**src/rtl/pixel_threshold_map.sv**
```systemverilog
// Streaming per-frame pixel mapper (white / black / passthrough / threshold), one register stage.
// Optional foreground counter is built only when PIXMAP_COUNT_EN is defined.
module pixel_threshold_map #(
    parameter int PIX_W = 8,
    parameter int LANES = 1,
    parameter int CNT_W = 20
) (
    input  logic                   clk,
    input  logic                   rst_n,
    input  logic [1:0]             mode,
    input  logic [PIX_W-1:0]       thresh,
    input  logic                   s_valid,
    output logic                   s_ready,
    input  logic [LANES*PIX_W-1:0] s_data,
    input  logic                   s_last,
    output logic                   m_valid,
    input  logic                   m_ready,
    output logic [LANES*PIX_W-1:0] m_data,
    output logic                   m_last,
    output logic [CNT_W-1:0]       fg_count,
    output logic                   fg_valid
);

    typedef enum logic {
        IDLE,
        IN_FRAME
    } state_t;

    localparam logic [1:0] MODE_WHITE  = 2'b00;
    localparam logic [1:0] MODE_BLACK  = 2'b01;
    localparam logic [1:0] MODE_PASS   = 2'b10;
    localparam logic [1:0] MODE_THRESH = 2'b11;

    state_t                 state;
    logic [1:0]             frame_mode;
    logic [PIX_W-1:0]       frame_thresh;
    logic                   accept;
    logic [1:0]             eff_mode;
    logic [PIX_W-1:0]       eff_thresh;
    logic [LANES*PIX_W-1:0] mapped;

    assign s_ready = !m_valid || m_ready;
    assign accept  = s_valid && s_ready;

    // The first beat of a frame uses the live controls; later beats use the latched copy.
    assign eff_mode   = (state == IDLE) ? mode   : frame_mode;
    assign eff_thresh = (state == IDLE) ? thresh : frame_thresh;

    always_comb begin
        // NOTE: every variable assigned in always_comb gets a default first, so no latch is inferred.
        mapped = '0;
        for (int i = 0; i < LANES; i++) begin
            unique case (eff_mode)
                MODE_WHITE:  mapped[i*PIX_W +: PIX_W] = '1;
                MODE_BLACK:  mapped[i*PIX_W +: PIX_W] = '0;
                MODE_PASS:   mapped[i*PIX_W +: PIX_W] = s_data[i*PIX_W +: PIX_W];
                MODE_THRESH: mapped[i*PIX_W +: PIX_W] =
                                 (s_data[i*PIX_W +: PIX_W] >= eff_thresh) ? '1 : '0;
                default:     mapped[i*PIX_W +: PIX_W] = '0;
            endcase
        end
    end

    // NOTE: sequential state uses non-blocking assignments so all registers update together at the edge.
    always_ff @(posedge clk) begin
        if (!rst_n) begin
            state        <= IDLE;
            frame_mode   <= MODE_WHITE;
            frame_thresh <= '0;
        end else if (accept) begin
            if (state == IDLE) begin
                frame_mode   <= mode;
                frame_thresh <= thresh;
            end
            state <= s_last ? IDLE : IN_FRAME;
        end
    end

    always_ff @(posedge clk) begin
        if (!rst_n) begin
            m_valid <= 1'b0;
            m_data  <= '0;
            m_last  <= 1'b0;
        end else if (accept) begin
            m_valid <= 1'b1;
            m_data  <= mapped;
            m_last  <= s_last;
        end else if (m_ready) begin
            m_valid <= 1'b0;
        end
    end

`ifdef PIXMAP_COUNT_EN
    localparam int LW    = $clog2(LANES + 1);
    localparam int SUM_W = CNT_W + LW;

    logic [LW-1:0]    fg_lanes;
    logic [CNT_W-1:0] acc;
    logic [SUM_W-1:0] wide_sum;
    logic [CNT_W-1:0] sat_sum;

    always_comb begin
        fg_lanes = '0;
        for (int i = 0; i < LANES; i++) begin
            if (mapped[i*PIX_W +: PIX_W] == {PIX_W{1'b1}}) begin
                fg_lanes = fg_lanes + LW'(1);
            end
        end
    end

    // Any carry above CNT_W means the frame total no longer fits: clamp to all ones.
    assign wide_sum = SUM_W'(acc) + SUM_W'(fg_lanes);
    assign sat_sum  = (|wide_sum[SUM_W-1:CNT_W]) ? '1 : wide_sum[CNT_W-1:0];

    always_ff @(posedge clk) begin
        if (!rst_n) begin
            acc      <= '0;
            fg_count <= '0;
            fg_valid <= 1'b0;
        end else begin
            fg_valid <= 1'b0;
            if (accept) begin
                if (s_last) begin
                    fg_count <= sat_sum;
                    fg_valid <= 1'b1;
                    acc      <= '0;
                end else begin
                    acc <= sat_sum;
                end
            end
        end
    end
`else
    assign fg_count = '0;
    assign fg_valid = 1'b0;
`endif

endmodule
```
**config.mk**
```make
export PLATFORM = sky130hd
export DESIGN_NAME = pixel_threshold_map
export DESIGN_NICKNAME = d
export VERILOG_FILES = /design/src/rtl/pixel_threshold_map.sv
export SDC_FILE = /design/constraint.sdc
export NUM_CORES = 1
export LEC_CHECK = 0
export CAP_MARGIN = 20
export CORE_AREA = 10 10 82 63
export DETAILED_ROUTE_END_ITERATION = 12
export DIE_AREA = 0 0 92 73
export PLACE_DENSITY_LB_ADDON = 0.15
export SYNTH_ARGS = -nofsm -noshare
export SYNTH_HDL_FRONTEND = slang
export SYNTH_SLANG_ARGS = --single-unit
```
**constraint.sdc**
```tcl
create_clock -name clk -period 1.87 [get_ports clk]
set_input_delay 0.374 -clock clk [delete_from_list [all_inputs] [get_ports clk]]
set_output_delay 0.374 -clock clk [all_outputs]
set_load 0.05 [all_outputs]
```
## Yosys cells after proc, flatten, opt, wreduce, memory -nomap -nowiden

Cells that the tools add are included.

| operators by class | value |
|---|---|
| order comparisons | 1 |
| eq/ne operators | 3 |
| multiplexer cells | 7 |
| reduce and logical (&&, ||, !) cells | 5 |

Operator list:

| cell | count |
|---|---|
| $pmux 8 s4 | 1 |
| $mux 8 | 2 |
| $ge 8x8->1 | 1 |
| $eq 2x2->1 const B | 2 |
| $mux 1 | 3 |
| $eq 2x1->1 const B | 1 |
| $logic_not 2->1 | 1 |
| $mux 2 | 1 |
| $reduce_bool 2->1 | 1 |
| $logic_and 1x1->1 | 1 |
| $logic_not 1->1 | 1 |
| $logic_or 1x1->1 | 1 |

| word-level totals | value |
|---|---|
| register bits | 21 |
| bits of input ports | 23 |
| output and inout bits | 32 |
| word-level logic and storage cells | 22 |

## Logic depth before layout (Yosys ltp)

| depth | value |
|---|---|
| depth after elaboration | 4 |
| mapped depth | 8 |
| mapped depth without buffers | 6 |

## Least setup slack after synthesis

Ideal clock, no wire load.

| timing path | value |
|---|---|
| kind | register to register |
| start | register state |
| end | register m_data[0] |
| setup time | 0.138 ns |
| arrival | 1.803 ns |
| required time | 1.732 ns |
| path slack | -0.070 ns |
| cell stages (with the launch flop) | 9 |
| buffers on the path | 2 |
| period minus slack after synthesis | 1.940 ns |
| path through | dfxtp_1 buf_6 buf_4 mux2i_1 ha_1 a211oi_1 o21ai_1 a41oi_2 o22ai_1 |

| between the ends | value |
|---|---|
| word-level cells in the longest chain between the ends | 4 |
| elaborated cells on any way between the ends | 9 |
| those cells by class | order compare (1); eq/ne (3); mux (4); reduce/logical (1) |

RTL lines:

| item | RTL line | source |
|---|---|---|
| start, declared | 34 | `state_t state;` |
| start signal, assigned | 75 | `state <= s_last ? IDLE : IN_FRAME;` |
| $mux 8 | n/a |  |
| $ge 8x8->1 | 58 | `(s_data[i*PIX_W +: PIX_W] >= eff_thresh) ? '1 : '0;` |
| $mux 8 | 58 |  |
| $pmux 8 s4 * | 53 | `unique case (eff_mode)` |
| end signal, assigned | 86 | `m_data <= mapped;` |
| end, declared | 18 | `output logic [LANES*PIX_W-1:0] m_data,` |

Mark *: on every way between the ends. The rest lies on a longest branch, timed or not.
A chain may end at the register's enable or synchronous reset.

## Final worst setup path

| timing path | value |
|---|---|
| start | input port thresh[0] |
| end | register m_data[0] |

| between the ends | value |
|---|---|
| word-level cells in the longest chain between the ends | 4 |

RTL lines:

| item | RTL line | source |
|---|---|---|
| start, declared | 11 | `input logic [PIX_W-1:0] thresh,` |
| $mux 8 | n/a |  |
| named net eff_thresh[0] | 39 | `logic [PIX_W-1:0] eff_thresh;` |
| $ge 8x8->1 | 58 |  |
| $mux 8 | 58 |  |
| $pmux 8 s4 | 53 |  |

The timed path passes the listed nets, and every way through them passes these cells.

==> key figures <==
CTS
  – CTS Buf Count: 3
  – Clock slew at reported path FFs: roughly 0.07 ns
  – Worst-Skew Late Latency: ~0.26 ns
  – H-tree lvl count: 1
  – CTS tree: built
  – Clk buf depth: 2
  – Post-CTS Hold Buffers: 0
  – CTS Root Cell: clkbuf_8
  – CTS Sinks: 21

Die
  – Starting Density: 37.1%
  – Site Rows: 19
  – CORE AREA: 3710 sq um
  – Die width: about 92 um
  – Die H: 73 um
  – Die Area: roughly 6700 sq um
  – I/O Pins: 55

Timing
  – Crit share post-route: between 90% and 100%
  – RSZ-0062 raised after global routing: yes
  – Min Clock Period, post-route: 1.80 ns
  – Fin Hold WS: 0.457 ns
  – Final setup vio count: 0
  – Skew final: between 0.006 and 0.007 ns
  – PnR worst setup slack: 0.0660 ns
  – Max-slew violations: 0
  – Endpoints failing hold: 0
  – F_max: 554 MHz

Layout
  – Area Growth Syn to Fin: 30.9%
  – Most common cell after layout, fill and taps aside: clkdlybuf4s50_1
  – Layout Nets: 223
  – Commonest cells after routing, fill and taps aside: 22 x clkdlybuf4s50_1, 21 x conb_1, 20 x dfxtp_1, 20 x buf_4, 16 x nand2_1
  – Share of cells above drive strength 1: between 20% and 30%
  – Antenna diodes: 0
  – Final Cell Area: 1800 sq um

Logic synthesis
  – Synth unique cells: 31
  – Mapped Cells: 152
  – Register area share after synthesis: 30.6%
  – Ys Warns: 0
  – Synth Register Bits: 21
  – Cell Area, Synth: around 1400 sq um
  – Post-synthesis area per instance: approximately 9.0 sq um

Critical path
  – Req. time, crit path: 2.01 ns
  – Worst Setup End Kind: flip-flop
  – Startpoint Class: input pin
  – Worst EP arrival: 1.95 ns
  – Type of the worst setup path: input pin to flip-flop
  – CP max FO: 8

Route
  – Via count: 1167
  – Vias per inst: 4.80
  – Iteration-0 DRC Markers: 43
  – Final wirelength: 3410 um
  – Antenna Violating Nets Remaining: 0
  – First-pass DRT Iterations: 4
  – Wire per inst: ~14 um
  – DRC: 0

GRT
  – First-pass GRT wire length: 5850 um
  – Initial antenna violation count: 0
  – GR Overflow Total: 0
  – Pin count of the biggest net entering global routing: 34
  – Vias in the first global route: 1229
  – Total GRT Usage: 10.2%

Job
  – Max-cap violations: 0

Place
  – RD Place Congestion: 0.759
  – Post-Place Worst Slack: -0.182 ns
  – Port bufs: 33
  – DP Area: 1690 sq um
  – Detail Placement HPWL: 2600 um

Power
  – Peak VDD IR: 0.000410 V
  – Pleak: about 0.8 nW
  – Power Density: about 730 nW/um^2

Worst hold path
  – Worst Hold Class: flip-flop to flip-flop

Run status
  – Outcome: complete, no violations
[repair_timing]
action | CTS | global route
setup endpoints to repair | 1 | 8
gates resized for setup | 1 | 11
setup buffers | 0 | 1
pin swaps | 0 | 2
[flip-flops by register name, summed over array words and instances (netlist names)]
signal        flops
m_data            8
frame_thresh      8
frame_mode        2
m_last            1
m_valid           1
state             1
[path summary, 6_finish.rpt]
kind,startpoint,endpoint,slack [ns],depth (start not counted)
max,thresh[0],m_data[0],0.07,8
min,m_last,m_last,0.46,2
max reg2reg,state,m_data[0],0.08,8
min reg2reg,m_last,m_last,0.46,2
[metal layers]
| metal | vias to the layer above | global-route usage, % | routed length, um |
|---|---|---|---|
| met5 | - | 0 | 0 |
| met2 | 34 | 16.9 | 1540 |
| li1 | 583 | - | - |
| met3 | 2 | 4.42 | 251 |
| met1 | 548 | 12.4 | 1610 |
| met4 | 0 | 1.19 | 12 |
[where the power goes]
| group | internal (W) | total (W) | switching (W) |
|---|---|---|---|
| Combinational | 0.000188 | 0.000502 | 0.000314 |
| Clock | 0.000152 | 0.000299 | 0.000148 |
| Sequential | 0.000487 | 0.000514 | 0.0000273 |
| Total | 0.000827 | 0.00132 | 0.000489 |
[worst max-delay path: stages]
cell             delay, ns
clkdlybuf4s50_1       0.40
mux2_4                0.28
ha_1                  0.27
nor2b_1               0.11
o21ai_1               0.08
a41oi_2               0.20
buf_6                 0.16
o22ai_1               0.08
[through the flow]
stage	util (%)	cells	setup TNS (ns)	power (W)
CTS	46.9	242	0	0.00131
global route	48.5	243	-0.149	0.00140
floorplan	-	172	0	0.000892
finish	48.5	243	0	0.00132
global placement	45.6	238	-1.28	0.000989
detailed placement	45.6	238	-1.36	0.000997
[cell families (layout without fill, tap and decap cells)]
logic type,count (synthesis),in the layout,synth area share (%)
adders and majority gates,8,8,7.28
muxes,10,10,8.10
buffers and inverters,32,51,17.6
DFF,21,21,30.6
other,1,21,0.273
and+or+nand+nor,27,27,10.1
AOI/OAI and AO/OA,53,53,26.1
[Yosys cell counts]
library cell | n | area (sq um)
and2_4 | 1 | 8.76
and2_1 | 1 | 6.26
nand3_1 | 1 | 5.00
nand3b_1 | 1 | 7.51
ha_1 | 8 | 100
dfxtp_1 | 21 | 420
inv_1 | 2 | 7.51
o211ai_1 | 8 | 60.1
buf_4 | 22 | 165
nand3_2 | 2 | 20.0
nand2_1 | 16 | 60.1
mux2_4 | 2 | 30.0
o21ai_0 | 10 | 50.1
o21ai_1 | 10 | 50.1
conb_1 | 1 | 3.75
nor2_1 | 3 | 11.3
mux2_2 | 1 | 11.3
a41oi_2 | 1 | 16.3
clkbuf_1 | 2 | 7.51
a211oi_1 | 1 | 7.51
mux2i_1 | 7 | 70.1
o211a_1 | 7 | 70.1
buf_6 | 5 | 56.3
o21a_1 | 1 | 7.51
buf_2 | 1 | 5.00
o22ai_1 | 8 | 50.1
nor2b_1 | 1 | 6.26
nand2b_4 | 1 | 13.8
a21boi_0 | 2 | 15.0
a21boi_1 | 3 | 22.5
a21oi_1 | 2 | 10.0
[area by class of cell]
| type | instances | area (sq um) |
|---|---|---|
| fill | 364 | 1910 |
| multi-input combinational | 119 | 840 |
| sequential | 21 | 422 |
| timing repair buffer | 45 | 422 |
| tap | 52 | 65.1 |
| clock buffer | 4 | 45.0 |
| inverter | 2 | 7.51 |
Note: power is estimated with default switching activity, not from simulation.
